<file path="config.mk">
export PLATFORM = sky130hd
export DESIGN_NAME = seq_rca_flat
export DESIGN_NICKNAME = d
export VERILOG_FILES = /design/src/rtl/seq_rca_if.sv /design/src/rtl/seq_rca.sv /design/src/flat_wrapper.sv
export SDC_FILE = /design/constraint.sdc
export NUM_CORES = 1
export LEC_CHECK = 0
export ABC_AREA = 1
export BUFFER_PORTS_ARGS = -buffer_cell sky130_fd_sc_hd__buf_2
export CAP_MARGIN = 20
export CORE_MARGIN = 4
export CORE_UTILIZATION = 55
export DETAILED_ROUTE_END_ITERATION = 16
export GPL_TIMING_DRIVEN = 0
export PLACE_DENSITY = 0.81
export SYNTH_ARGS = -nofsm -noshare
export SYNTH_HDL_FRONTEND = slang
export SYNTH_SLANG_ARGS = --single-unit
</file>
<file path="constraint.sdc">
create_clock -name clk -period 5.5 [get_ports clk]
set_input_delay 1.1 -clock clk [delete_from_list [all_inputs] [get_ports clk]]
set_output_delay 1.1 -clock clk [all_outputs]
set_load 0.005 [all_outputs]
</file>
<file path="src/rtl/seq_rca_if.sv">
// Handshake and data bundle for seq_rca: operand side (in_*) and result side (out_*).
// The ovf signal only exists when SEQ_RCA_OVF_EN is defined.
interface seq_rca_if #(
  parameter int WIDTH = 16
) ();
  logic             in_valid;
  logic             in_ready;
  logic [WIDTH-1:0] a;
  logic [WIDTH-1:0] b;
  logic             c_in;
  logic             out_valid;
  logic             out_ready;
  logic [WIDTH-1:0] s;
  logic             c_out;
`ifdef SEQ_RCA_OVF_EN
  logic             ovf;
`endif

  modport master (
    output in_valid, a, b, c_in, out_ready,
    input  in_ready, out_valid, s, c_out
`ifdef SEQ_RCA_OVF_EN
    , ovf
`endif
  );

  modport slave (
    input  in_valid, a, b, c_in, out_ready,
    output in_ready, out_valid, s, c_out
`ifdef SEQ_RCA_OVF_EN
    , ovf
`endif
  );
endinterface

</file>
<file path="src/rtl/seq_rca.sv">
// Multi-cycle ripple-carry adder: {c_out, s} = a + b + c_in, SLICE bits per clock.
// Optional signed-overflow output enabled by defining SEQ_RCA_OVF_EN.
module seq_rca #(
  parameter int WIDTH = 16,
  parameter int SLICE = 4
) (
  input logic    clk,
  input logic    rst,
  seq_rca_if.slave bus
);
  localparam int NSLICE = (SLICE >= 1) ? WIDTH / SLICE : 1;
  localparam int IDXW   = (NSLICE > 1) ? $clog2(NSLICE) : 1;
  localparam logic [IDXW-1:0] LAST_IDX = IDXW'(NSLICE - 1);

  localparam logic [1:0] IDLE = 2'd0;
  localparam logic [1:0] RUN  = 2'd1;
  localparam logic [1:0] DONE = 2'd2;

  generate
    if (SLICE < 1) begin : g_bad_slice
      $error("seq_rca: SLICE must be >= 1");
    end else if (WIDTH % SLICE != 0) begin : g_bad_width
      $error("seq_rca: WIDTH must be a multiple of SLICE");
    end
  endgenerate

  logic [1:0]       state_reg;
  logic [IDXW-1:0]  idx_reg;
  logic [WIDTH-1:0] a_reg;
  logic [WIDTH-1:0] b_reg;
  logic [WIDTH-1:0] sum_reg;
  logic             carry_reg;
  logic             c_out_reg;
`ifdef SEQ_RCA_OVF_EN
  logic             ovf_reg;
`endif

  logic [SLICE-1:0] a_sl;
  logic [SLICE-1:0] b_sl;
  logic [SLICE-1:0] sum_sl;
  // chain[k] is the carry into bit k of the current slice; chain[SLICE] leaves it.
  logic [SLICE:0]   chain;

  assign a_sl     = a_reg[idx_reg*SLICE +: SLICE];
  assign b_sl     = b_reg[idx_reg*SLICE +: SLICE];
  assign chain[0] = carry_reg;

  genvar gi;
  generate
    for (gi = 0; gi < SLICE; gi++) begin : g_fa
      assign sum_sl[gi]    = a_sl[gi] ^ b_sl[gi] ^ chain[gi];
      assign chain[gi + 1] = (a_sl[gi] & b_sl[gi]) | (chain[gi] & (a_sl[gi] ^ b_sl[gi]));
    end
  endgenerate

  always_ff @(posedge clk) begin
    if (rst) begin
      state_reg <= IDLE;
      idx_reg   <= '0;
      a_reg     <= '0;
      b_reg     <= '0;
      sum_reg   <= '0;
      carry_reg <= 1'b0;
      c_out_reg <= 1'b0;
`ifdef SEQ_RCA_OVF_EN
      ovf_reg   <= 1'b0;
`endif
    end else begin
      case (state_reg)
        IDLE: begin
          if (bus.in_valid) begin
            a_reg     <= bus.a;
            b_reg     <= bus.b;
            carry_reg <= bus.c_in;
            sum_reg   <= '0;
            idx_reg   <= '0;
            state_reg <= RUN;
          end
        end
        RUN: begin
          sum_reg[idx_reg*SLICE +: SLICE] <= sum_sl;
          carry_reg <= chain[SLICE];
          if (idx_reg == LAST_IDX) begin
            c_out_reg <= chain[SLICE];
`ifdef SEQ_RCA_OVF_EN
            // Overflow: carry into the MSB differs from carry out of it.
            ovf_reg   <= chain[SLICE-1] ^ chain[SLICE];
`endif
            state_reg <= DONE;
          end else begin
            idx_reg <= idx_reg + 1'b1;
          end
        end
        DONE: begin
          if (bus.out_ready) begin
            state_reg <= IDLE;
          end
        end
        default: state_reg <= IDLE;
      endcase
    end
  end

  assign bus.in_ready  = (state_reg == IDLE);
  assign bus.out_valid = (state_reg == DONE);
  assign bus.s         = sum_reg;
  assign bus.c_out     = c_out_reg;
`ifdef SEQ_RCA_OVF_EN
  assign bus.ovf       = ovf_reg;
`endif

endmodule

</file>
<file path="src/flat_wrapper.sv">
// flat-port wrapper written by rule: the top's interface ports become plain ports
module seq_rca_flat 
#(
  parameter int WIDTH = 16,
  parameter int SLICE = 4
)
  (clk, rst, bus_in_valid, bus_a, bus_b, bus_c_in, bus_out_ready, bus_in_ready, bus_out_valid, bus_s, bus_c_out);
  seq_rca_if #(.WIDTH(WIDTH)) bus_i ();
  input logic clk;
  input logic rst;
  input wire logic [$bits(bus_i.in_valid)-1:0] bus_in_valid;
  input wire logic [$bits(bus_i.a)-1:0] bus_a;
  input wire logic [$bits(bus_i.b)-1:0] bus_b;
  input wire logic [$bits(bus_i.c_in)-1:0] bus_c_in;
  input wire logic [$bits(bus_i.out_ready)-1:0] bus_out_ready;
  output wire logic [$bits(bus_i.in_ready)-1:0] bus_in_ready;
  output wire logic [$bits(bus_i.out_valid)-1:0] bus_out_valid;
  output wire logic [$bits(bus_i.s)-1:0] bus_s;
  output wire logic [$bits(bus_i.c_out)-1:0] bus_c_out;
  assign bus_i.in_valid = bus_in_valid;
  assign bus_i.a = bus_a;
  assign bus_i.b = bus_b;
  assign bus_i.c_in = bus_c_in;
  assign bus_i.out_ready = bus_out_ready;
  assign bus_in_ready = bus_i.in_ready;
  assign bus_out_valid = bus_i.out_valid;
  assign bus_s = bus_i.s;
  assign bus_c_out = bus_i.c_out;
  seq_rca #(.WIDTH(WIDTH), .SLICE(SLICE)) u_core (.clk(clk), .rst(rst), .bus(bus_i));
endmodule
</file>
* Word-level counts from Yosys, hierarchy flattened
Cells that the tools add are included.
Widths: inputs -> output; s select.
** Word-level totals
- Bits in writable memories :: 0
- ROM bits :: 0
- Memories kept :: 0
- Latch bits :: 0
- Word-level logic and storage cells :: 59
- Input bits :: 37
- Output and inout port bits :: 19
- Register bits after elaboration :: 54
** Cells by class
- Multiply operators :: 0
- Shift-type cells :: 4
- Add/subtract/negate cells :: 2
- Bitwise operators :: 20
- Reductions and logical operators :: 7
- Mux-type cells :: 12
- Eq/ne operators :: 7
- Divide/modulo/power cells :: 0
- Order comparisons :: 0
** Operator list (count)
- $neg 4->34 :: 1
- $shift 4x34->16 const A :: 1
- $shiftx 4x34->16 :: 1
- $pmux 16 s2 :: 1
- $shiftx 16x5->4 :: 2
- $bwmux 16 :: 1
- $mux 16 :: 1
- $mux 2 :: 5
- $and 1x1->1 :: 8
- $xor 1x1->1 :: 8
- $ne 2x2->1 const B :: 3
- $pmux 2 s3 :: 1
- $reduce_and 2->1 :: 3
- $reduce_and 3->1 :: 2
- $eq 2x2->1 const B :: 2
- $or 1x1->1 :: 4
- $pmux 2 s2 :: 1
- $add 2x1->2 const B :: 1
- $eq 2x1->1 const B :: 1
- $logic_not 2->1 :: 1
- $ne 2x1->1 const B :: 1
- $pmux 1 s2 :: 1
- $reduce_bool 2->1 :: 1
- $mux 1 :: 1

* Depth between registers and ports, before layout
Gate-level depths: netlist (run 1).
- Depth in word-level cells :: 12
- Depth in mapped cells :: 16
- Mapped depth without buffers :: 15

* Worst setup path before layout (run 1)
Ideal clock, no wire load.
- Kind :: reg2reg
- Start point :: reg u_core.idx_reg[0]
- End point :: reg u_core.sum_reg[15] (netlist: u_core.bus.s[15])
- Stages on the path, launching flop included :: 16
- Arrival :: 2579 ps
- Setup slack :: 2802 ps
- Required time :: 5381 ps
- Clock period less this slack :: 2698 ps
- Buffers on the path :: 1
- Library setup time :: 119 ps
- Cell sequence :: dfxtp_1 -> clkbuf_1 -> o21ai_0 -> nor2_1 -> a21oi_1 -> fa_1 -> inv_1 -> fa_1 -> inv_1 -> fa_1 -> inv_1 -> fa_1 -> nand2_1 -> nor2_1 -> nand2_1 -> a21oi_1
** On the way
- Cells in the longest elaborated chain, start to end :: 12
- Elaborated cells on any way between the ends :: 24
- Classes of those cells :: add/sub: 1; shift: 4; mux: 2; bitwise: 17
** Ends and longest elaborated chain
- start, declared :: RTL line seq_rca.sv:28 : logic [IDXW-1:0] idx_reg;
- start signal, assigned :: RTL line seq_rca.sv:91 : idx_reg <= idx_reg + 1'b1;
- $shiftx 16x5->4, on equally long branches :: RTL line seq_rca.sv:44, seq_rca.sv:45
- $xor 1x1->1 :: RTL line seq_rca.sv:51, seq_rca.sv:52
- $and 1x1->1 :: RTL line seq_rca.sv:52 : assign chain[gi + 1] = (a_sl[gi] & b_sl[gi]) | (chain[gi] & (a_sl[gi] ^ b_sl[gi]));
- $or 1x1->1 :: RTL line seq_rca.sv:52
- $and 1x1->1 :: RTL line seq_rca.sv:52
- $or 1x1->1 :: RTL line seq_rca.sv:52
- $and 1x1->1 :: RTL line seq_rca.sv:52
- $or 1x1->1 :: RTL line seq_rca.sv:52
- $xor 1x1->1 :: RTL line seq_rca.sv:51 : assign sum_sl[gi] = a_sl[gi] ^ b_sl[gi] ^ chain[gi];
- $shiftx 4x34->16 :: RTL line seq_rca.sv:81 : sum_reg[idx_reg*SLICE +: SLICE] <= sum_sl;
- $bwmux 16 (*) :: RTL line seq_rca.sv:81
- $pmux 16 s2 (*) :: RTL line seq_rca.sv:69 : case (state_reg)
- end signal, assigned by index :: RTL line seq_rca.sv:81
- end, declared :: RTL line seq_rca.sv:31 : logic [WIDTH-1:0] sum_reg;
Mark *: on every way between the ends. The rest lies on a longest branch, timed or not.
A chain may end at the register's enable or synchronous reset.

* Worst setup path after layout (run 1)
- Start point :: reg u_core.idx_reg[1]
- End point :: reg u_core.sum_reg[11] (netlist: u_core.bus.s[11])
Same word-level chain as after synthesis.

==> flow_summary_export.csv, run 1 <==
group,metric,value,unit
outcome,status,"finished, final reports clean",
setup_path,reg2reg_from,"u_core.idx_reg[1]",
worst_hold_path,hold_start,"u_core.bus.c_out",
floorplan,io_pins,56,
setup_path,max_stage_delay,0.54,ns
global_route,antenna_found_initial,0,
sta,min_period_over_period,56.4,%
setup_path,r2r-end,"u_core.bus.s[11]",
detailed_routing,drt_iter0_drc,129,
setup_path,worst_setup_path_start_kind,"flop",
cts,ctsResizeCount,0,
floorplan,die_area,5740,um^2
placement,place_congestion,0.872,
detailed_routing,wl_met2,2780,um
floorplan,num_rows,24,
synthesis,seq_area_frac_synth,42.8,%
synthesis,synth_cells,347,
worst_hold_path,hold_depth,2,
sta,rsz0062_at_grt,"false",
floorplan,fp.dieH,75.8,um
cts,cts_tree,"built",
setup_path,worst_path_dominant_cell_family,"adder cells",
setup_path,reg2reg_slack,2.40,ns
synthesis,synth-seq-cells,54,
sta,drv_slew,0,
setup_path,cp_max_fo,11,
floorplan,core_area,4410,um^2
cts,clock_latency,0.30,ns
run,max_cap_viol_count,0,
cts,clock-sinks,54,
setup_path,critical_path_class,"flop to flop",
cts,cts_setup_buffers,0,
sta,final-hold-violation-count,0,
global_route,first_global_vias,2154,
setup_path,critPathCaptureType,"flop",
global_route,grt_use_total,21.5,%
global_route,grt_pass1_wl,9460,um
pwr,power.leakage,0.00135,uW
setup_path,cpMostUsedCell,"fa_1",
cts,cts_buffer_depth,2,
global_route,grt_max_degree,16,
detailed_routing,firstDrtPassIters,4,
placement,dpl.hpwl,4340,um
final_layout,final_cell_mix,"nor2_1, buf_2, dfxtp_1, nand2_1, o21ai_1",
detailed_routing,num_vias,2404,
detailed_routing,routed-wl-met3,367,um
cts,numCtsBuffers,5,
floorplan,initial_utilization,57.3,%
detailed_routing,drc,0,
pwr,vdd_drop_max,0.000146,V
final_layout,drive_gt1_share,19.3,%
sta,period_minus_slack,3.10,ns
synthesis,syn_nets,392,
cts,cts_root_buf,"clkbuf_8",
cts,clk_pin_slew,0.09,ns
final_layout,layout_commonest_cell,"nor2_1",
detailed_routing,maxUsedRoutingLayer,"met4",
final_layout,multiInputGateArea,1210,um^2
floorplan,die_w,75.8,um
global_route,gr-total-overflow,0,
worst_hold_path,hold_class,"flop to flop",
detailed_routing,ant_nets,0,
setup_path,critical_path_required,5.74,ns
setup_path,arrival,3.34,ns
synthesis,syn_avg_cell_area,7.28,um^2
sta,finClkSkew,0.00354,ns
setup_path,rr_worst_depth,13,
synthesis,ys_types,22,
placement,portBuffers,54,
sta,finalSetupTns,0,ns
final_layout,final_nets,453,
setup_path,slowest_stage,"dfxtp_1",
setup_path,crit_buf_inv,4,
synthesis,yosysWarnings,0,
sta,tightest_slew,0.505,ns
cts,postCtsHoldBufs,0,
sta,slew_headroom,66.3,%
cts,htreeDepth,2,
synthesis,synth_area,2530,um^2
detailed_routing,vias_per_cell,5.21,
sta,fmax,0.322,GHz
placement,dp_cells,453,
final_layout,areaGrowthSynthToFinish,16.9,%
final_layout,antennaDiodeCount,0,
final_layout,fillers,403,
detailed_routing,wirelength,5850,um
final_layout,fin_cells,461,
detailed_routing,wl_met1,2560,um
detailed_routing,wl_per_cell,12.7,um
worst_hold_path,worstHoldEndpoint,"u_core.bus.c_out",
sta,finalSetupViolations,0,
final_layout,seqCellArea,1080,um^2
pwr,power_density,282,nW/um^2
setup_path,path_cells,"clkinv_1, a21oi_1, fa_1, inv_1, fa_1, inv_1, fa_1, inv_1, fa_1, nand2_1, nor2_1, nand2_1, a21oi_1",
layer usage:
| metal | vias up | GRT usage (%) |
|---|---|---|
| li1 | 1245 | - |
| met1 | 1063 | 27.1 |
| met2 | 81 | 35.2 |
| met3 | 15 | 4.49 |
| met4 | 0 | 10.1 |
| met5 | - | 0 |
worst register-to-register path: stages, from the launching register on:
cell	delay (ns)
dfxtp_1	0.54
clkinv_1	0.39
a21oi_1	0.31
fa_1	0.20
inv_1	0.05
fa_1	0.34
inv_1	0.07
fa_1	0.15
inv_1	0.05
fa_1	0.50
nand2_1	0.08
nor2_1	0.14
nand2_1	0.07
a21oi_1	0.14
layout make-up:
type	count	area share, %
Buffer	20	5.12
Inverter	22	2.80
Sequential cell	54	36.6
Tap cell	52	2.20
Clock buffer	7	2.92
Multi-Input combinational cell	251	41.0
Timing Repair Buffer	54	9.15
Clock inverter	1	0.169
power breakdown:
| group | total, uW | switching (uW) | internal (uW) |
|---|---|---|---|
| combinational | 177 | 106 | 71.2 |
| clock | 226 | 125 | 102 |
| sequential | 430 | 13.9 | 416 |
| total | 833 | 244 | 589 |
cell families (layout without fill, tap and decap cells):
family / Yosys count / in the layout / share of synthesized area [%]
buffers and inverters: 42 / 104 / 9.26
and+or+nand+nor: 167 / 167 / 27.6
DFF: 54 / 54 / 42.8
adders and majority gates: 8 / 8 / 5.15
AOI/OAI and AO/OA: 76 / 76 / 15.2
stage by stage:
step	cell area, um^2	hold WS, ns	power, uW	util, %	setup slack, ns
floorplan	2530	0.425	563	-	2.80
global placement	2860	0.442	610	64.9	2.42
global route	2950	0.484	881	66.9	2.06
CTS	2950	0.469	838	66.9	2.38
detailed placement	2860	0.455	615	64.9	2.42
finish	2950	0.466	833	66.9	2.40
worst max-delay path by stage:
| stage | start | endpoint | slack, ns | depth (start not counted) |
|---|---|---|---|---|
| after floorplan | u_core.idx_reg[0] | u_core.bus.s[15] | 2.80 | 15 |
| after global placement | u_core.idx_reg[1] | u_core.bus.s[7] | 2.42 | 13 |
| after detailed placement | u_core.idx_reg[1] | u_core.bus.s[7] | 2.42 | 13 |
| after CTS | u_core.idx_reg[1] | u_core.bus.s[11] | 2.38 | 13 |
| after global routing | u_core.idx_reg[1] | u_core.bus.s[7] | 2.06 | 13 |
| final | u_core.idx_reg[1] | u_core.bus.s[11] | 2.40 | 13 |
cells in the mapped netlist:
library cell,count,area [um^2]
nor2_1,100,375
nor3_1,2,10.0
buf_2,4,20.0
o22ai_1,4,25.0
o21ai_1,32,160
nand3_1,24,120
ha_1,4,50.1
nand2_1,36,135
nand2_4,1,11.3
nor2_8,1,20.0
inv_2,2,7.51
nand3b_1,2,15.0
clkinv_1,1,3.75
o21ai_0,16,80.1
fa_1,4,80.1
buf_8,1,15.0
inv_1,19,71.3
dfxtp_1,54,1080
buf_6,8,90.1
clkbuf_1,7,26.3
nand3_2,1,10.0
a21oi_1,24,120
Power figures use the tool's default switching activity.
==> inputs of run 2 (changes only) <==
--- a/config.mk
+++ b/config.mk
@@ -9,10 +9,10 @@
 export BUFFER_PORTS_ARGS = -buffer_cell sky130_fd_sc_hd__buf_2
 export CAP_MARGIN = 20
 export CORE_MARGIN = 4
-export CORE_UTILIZATION = 55
+export CORE_UTILIZATION = 54
 export DETAILED_ROUTE_END_ITERATION = 16
 export GPL_TIMING_DRIVEN = 0
-export PLACE_DENSITY = 0.81
+export PLACE_DENSITY = 0.8
 export SYNTH_ARGS = -nofsm -noshare
 export SYNTH_HDL_FRONTEND = slang
 export SYNTH_SLANG_ARGS = --single-unit
==> constraint.sdc (replaced) <==
create_clock -name clk -period 2.95 [get_ports clk]
set_input_delay 0.59 -clock clk [delete_from_list [all_inputs] [get_ports clk]]
set_output_delay 0.59 -clock clk [all_outputs]
set_load 0.005 [all_outputs]
==> flow_summary_export.csv, run 2 (same netlist as run 1, synthesis figures left out) <==
group,metric,value,unit
outcome,status,"finished, final reports clean",
worst_hold_path,hold_depth,2,
detailed_routing,wl_per_cell,13.9,um
floorplan,fp.dieH,76.4,um
global_route,grt_pass1_wl,10300,um
placement,place_area,2860,um^2
cts,cts_tree,"built",
pwr,switchingPower,485,uW
detailed_routing,drt_iter0_drc,199,
sta,tightest_slew,0.420,ns
sta,finalSetupViolations,0,
global_route,first_global_vias,2251,
sta,period_minus_slack,2.77,ns
pwr,power.leakage,0.00138,uW
floorplan,core_area,4440,um^2
placement,place_congestion,0.909,
cts,htreeDepth,2,
pwr,p_total,1600,uW
sta,fmax,0.361,GHz
sta,min_period_over_period,93.9,%
run,max_cap_viol_count,0,
detailed_routing,ant_nets,0,
cts,clock_latency,0.31,ns
detailed_routing,maxUsedRoutingLayer,"met4",
cts,clk_pin_slew,0.10,ns
detailed_routing,num_vias,2462,
setup_path,arrival,2.96,ns
final_layout,layout_commonest_cell,"nor2_1",
cts,postCtsHoldBufs,0,
final_layout,areaGrowthSynthToFinish,19.7,%
detailed_routing,vias_per_cell,5.29,
worst_hold_path,hold_class,"flop to flop",
floorplan,io_pins,56,
detailed_routing,wl_met1,2840,um
detailed_routing,wl_met2,3140,um
setup_path,cp_max_fo,10,
global_route,antenna_found_initial,0,
setup_path,crit_start,"u_core.idx_reg[0]",
cts,clock-sinks,54,
floorplan,initial_utilization,56.9,%
final_layout,final_cell_area,3030,um^2
final_layout,drive_gt1_share,23.0,%
global_route,grt_max_degree,17,
cts,cts_buffer_depth,2,
detailed_routing,drc,0,
setup_path,critical_path_class,"flop to flop",
setup_path,reg2reg_slack,0.18,ns
sta,rsz0062_at_grt,"false",
pwr,p_int,1110,uW
detailed_routing,firstDrtPassIters,4,
final_layout,fin_cells,465,
placement,dpl.hpwl,4710,um
sta,final-hold-violation-count,0,
final_layout,final_nets,457,
floorplan,die_w,76.4,um
cts,numCtsBuffers,5,
final_layout,final_cell_mix,"nor2_1, buf_2, dfxtp_1, nand2_1, o21ai_1",
pwr,p_clk_share,27.2,%
detailed_routing,wirelength,6480,um
placement,portBuffers,54,
pwr,p_seq_share,50.4,%
setup_path,reg2reg_from,"u_core.idx_reg[0]",
cts,cts_root_buf,"clkbuf_8",
pwr,vdd_drop_max,0.000359,V
sta,finalSetupTns,0,ns
final_layout,antennaDiodeCount,0,
floorplan,die_area,5840,um^2
floorplan,num_rows,24,
sta,drv_slew,0,
sta,slew_headroom,72.0,%
setup_path,critical_path_required,3.14,ns
placement,dp_cells,453,
setup_path,critPathCaptureType,"flop",
pwr,swShare,30.4,%
pwr,power_density,528,nW/um^2
detailed_routing,routed-wl-met3,399,um
worst_hold_path,hold_start,"u_core.bus.c_out",
sta,finClkSkew,0.00769,ns
pwr,power_frac_comb,22.4,%
sta,holdWs,0.480,ns
setup_path,rr_worst_depth,14,
global_route,grt_use_total,21.7,%
global_route,gr-total-overflow,0,
setup_path,worst_setup_path_start_kind,"flop",
[run 2: layer usage]
metal / GRT usage (%) / vias up
met4: 8.51 / 0
li1: - / 1246
met5: 0 / -
met3: 4.49 / 10
met1: 27.5 / 1133
met2: 35.9 / 73
[run 2: path summary, 6_finish.rpt]
check,end
setup / recovery,u_core.bus.s[11]
hold / removal,u_core.bus.c_out
setup reg to reg,u_core.bus.s[11]
hold reg to reg,u_core.bus.c_out
[run 2: layout make-up]
cell class / instances / area, um^2
plain buffers: 20 / 170
fillers: 411 / 1420
clock inverters: 2 / 12.5
clock buffers: 6 / 82.6
inverters: 22 / 83.8
repair buffers: 58 / 298
flip-flops and latches: 54 / 1090
multi-input cells: 251 / 1230
well taps: 52 / 65.1
[run 2: through the flow]
| step | utilization, % | worst slack (ns) |
|---|---|---|
| after global routing | 68.1 | 0.0261 |
| after floorplan | - | 0.252 |
| after global placement | 64.4 | -0.0362 |
| final | 68.1 | 0.180 |
| after detailed placement | 64.4 | -0.0966 |
| after CTS | 66.6 | 0.00994 |
[run 2: power groups by stage]
stage / Combinational (uW) / Sequential [uW] / Clock [uW]
6_report: 358 / 805 / 434
3_3_place_gp: 326 / 816 / 0
2_1_floorplan: 238 / 811 / 0
5_1_grt: 398 / 810 / 479
3_5_place_dp: 333 / 819 / 0
4_1_cts: 337 / 803 / 438
[run 2: critical path, stage by stage (launching register included)]
cell and delay [ns]:
dfxtp_4 0.38, buf_4 0.18, o21ai_1 0.19, a21oi_2 0.10, fa_2 0.33, inv_1 0.07, fa_2 0.18, inv_1 0.05
fa_1 0.35, inv_1 0.08, fa_1 0.44, nand2_1 0.13, nor2_1 0.06, nand2_1 0.05, a21oi_1 0.06
[run 2: what timing repair did]
action / in CTS / in global routing
gates cloned: 0 / 1
setup buffers: 0 / 3
resized for setup: 3 / 23
pin swaps: 0 / 4
endpoints found under the setup margin: 6 / 7
==> inputs of run 3 (changes only) <==
--- a/config.mk
+++ b/config.mk
@@ -6,13 +6,13 @@
 export NUM_CORES = 1
 export LEC_CHECK = 0
 export ABC_AREA = 1
-export BUFFER_PORTS_ARGS = -buffer_cell sky130_fd_sc_hd__buf_2
 export CAP_MARGIN = 20
 export CORE_MARGIN = 4
-export CORE_UTILIZATION = 54
+export CORE_UTILIZATION = 48
+export CTS_BUF_LIST = sky130_fd_sc_hd__clkbuf_8
 export DETAILED_ROUTE_END_ITERATION = 16
+export DONT_BUFFER_PORTS = 1
 export GPL_TIMING_DRIVEN = 0
-export PLACE_DENSITY = 0.8
 export SYNTH_ARGS = -nofsm -noshare
 export SYNTH_HDL_FRONTEND = slang
 export SYNTH_SLANG_ARGS = --single-unit
==> flow_summary_export.csv, run 3 (same netlist as run 1, synthesis figures left out) <==
group,metric,value,unit
cts,postCtsHoldBufs,0,
final_layout,fillers,525,
setup_path,r2r-end,"u_core.bus.s[15]",
detailed_routing,drc,0,
placement,dpl.hpwl,4520,um
floorplan,core_area,5110,um^2
placement,place_area,2620,um^2
cts,clock_latency,0.31,ns
pwr,vdd_drop_max,0.000317,V
setup_path,critPathCaptureType,"flop",
cts,cts_root_buf,"clkbuf_8",
floorplan,initial_utilization,49.5,%
global_route,gr-total-overflow,0,
sta,finalSetupViolations,0,
placement,place_congestion,0.821,
floorplan,die_area,6490,um^2
setup_path,worst_setup_path_start_kind,"flop",
global_route,grt_use_total,20.5,%
sta,period_minus_slack,2.82,ns
floorplan,die_w,80.6,um
detailed_routing,wl_per_cell,14.5,um
detailed_routing,vias_per_cell,5.17,
global_route,first_global_vias,2182,
sta,final-hold-violation-count,0,
pwr,power.leakage,0.00113,uW
floorplan,fp.dieH,80.6,um
setup_path,cp_max_fo,6,
final_layout,layout_commonest_cell,"nor2_1",
pwr,power_density,558,nW/um^2
floorplan,io_pins,56,
sta,rsz0062_at_grt,"true",
worst_hold_path,hold_start,"bus_b[7]",
global_route,antenna_found_initial,0,
final_layout,areaGrowthSynthToFinish,10.6,%
final_layout,antennaDiodeCount,0,
worst_hold_path,hold_class,"input pin to flop",
sta,fmax,0.355,GHz
cts,cts_buffer_depth,2,
detailed_routing,firstDrtPassIters,4,
global_route,grt_pass1_wl,10300,um
cts,cts_tree,"built",
global_route,grt_max_degree,16,
final_layout,final_cell_area,2800,um^2
placement,portBuffers,0,
floorplan,num_rows,26,
detailed_routing,wirelength,6160,um
worst_hold_path,worstHoldEndpoint,"u_core.b_reg[7]",
sta,min_period_over_period,95.5,%
setup_path,reg2reg_slack,0.13,ns
outcome,status,"finished, final reports clean",
detailed_routing,ant_nets,0,
sta,drv_slew,0,
setup_path,reg2reg_from,"u_core.idx_reg[0]",
sta,slew_headroom,71.9,%
cts,htreeDepth,2,
cts,numCtsBuffers,5,
final_layout,drive_gt1_share,12.9,%
final_layout,final_nets,400,
setup_path,critical_path_required,3.20,ns
sta,tightest_slew,0.421,ns
worst_hold_path,hold_depth,2,
setup_path,critical_path_class,"flop to flop",
cts,clk_pin_slew,0.10,ns
detailed_routing,num_vias,2202,
run,max_cap_viol_count,0,
final_layout,final_cell_mix,"nor2_1, dfxtp_1, nand2_1, o21ai_1, nand3_1",
sta,finClkSkew,0.00534,ns
pwr,p_total,1560,uW
setup_path,rr_worst_depth,16,
setup_path,arrival,3.06,ns
detailed_routing,drt_iter0_drc,84,
cts,clock-sinks,54,
## run 3: changes by cell type in the layout (fill, tap and decap cells not counted), moves of 2 or more
cell / before / now
inv_1: 19 / 17
buf_2: 58 / 3
buf_4: 4 / 1
inv_2: 2 / 5
nor2_1: 99 / 97
## run 3: stage by stage
step	setup WS [ns]	instances	hold slack, ns	utilization, %	setup TNS, ns
6_report	0.133	426	0.424	54.8	0
5_1_grt	-0.0368	426	0.416	54.8	-0.0368
4_1_cts	0.00421	425	0.419	53.1	0
3_5_place_dp	-0.278	417	0.445	51.2	-1.32
3_3_place_gp	-0.221	417	0.436	51.2	-0.921
2_1_floorplan	0.252	347	0.425	-	0
## run 3: metal layers
| layer | part of all wire, % | track usage, % | vias up |
|---|---|---|---|
| li1 | - | - | 1134 |
| met1 | 45 | 25.7 | 999 |
| met2 | 48 | 34.1 | 56 |
| met3 | 5.7 | 4.93 | 13 |
| met4 | 2.0 | 7.09 | 0 |
| met5 | 0 | 0 | - |
## run 3: how the worst max path moves through the flow
stage                 startpoint  slack (ns)          endpoint  cells after the start
4_1_cts        u_core.idx_reg[0]       0.004  u_core.bus.s[15]                     16
5_1_grt        u_core.idx_reg[0]       -0.04  u_core.bus.s[15]                     16
2_1_floorplan  u_core.idx_reg[0]        0.25  u_core.bus.s[15]                     15
3_3_place_gp   u_core.idx_reg[1]       -0.22   u_core.bus.s[7]                     13
3_5_place_dp   u_core.idx_reg[1]       -0.28   u_core.bus.s[7]                     13
6_report       u_core.idx_reg[0]        0.13  u_core.bus.s[15]                     16
## run 3: critical path: stages (launching register included)
cell	delay, ns
dfxtp_4	0.41
inv_2	0.06
buf_6	0.13
nor2_1	0.09
nor2_1	0.06
a21oi_2	0.14
fa_2	0.21
inv_1	0.05
fa_2	0.33
inv_2	0.06
fa_2	0.18
inv_2	0.04
fa_1	0.58
nand2_1	0.09
nor2_2	0.14
nand2_1	0.08
a21oi_2	0.13
## run 3: what timing repair did
item | CTS | global route
pin swaps | 0 | 9
gates resized for setup | 5 | 36
endpoints found under the setup margin | 7 | 6
buffers inserted | 0 | 1
## run 3: final cells by class
cell class	count	area, um^2	area share [%]
inverters	22	85.1	3.04
plain buffers	20	178	6.35
well taps	70	87.6	3.13
repair buffers	1	7.51	0.268
clock inverters	2	8.76	0.313
multi-input cells	251	1260	45.0
flip-flops and latches	54	1090	38.9
clock buffers	6	82.6	2.95
## run 3: report_power, final
part	switching (uW)	internal, uW	total [uW]
sequential	31.9	775	807
clock	238	187	425
combinational	198	130	328
total	468	1090	1560
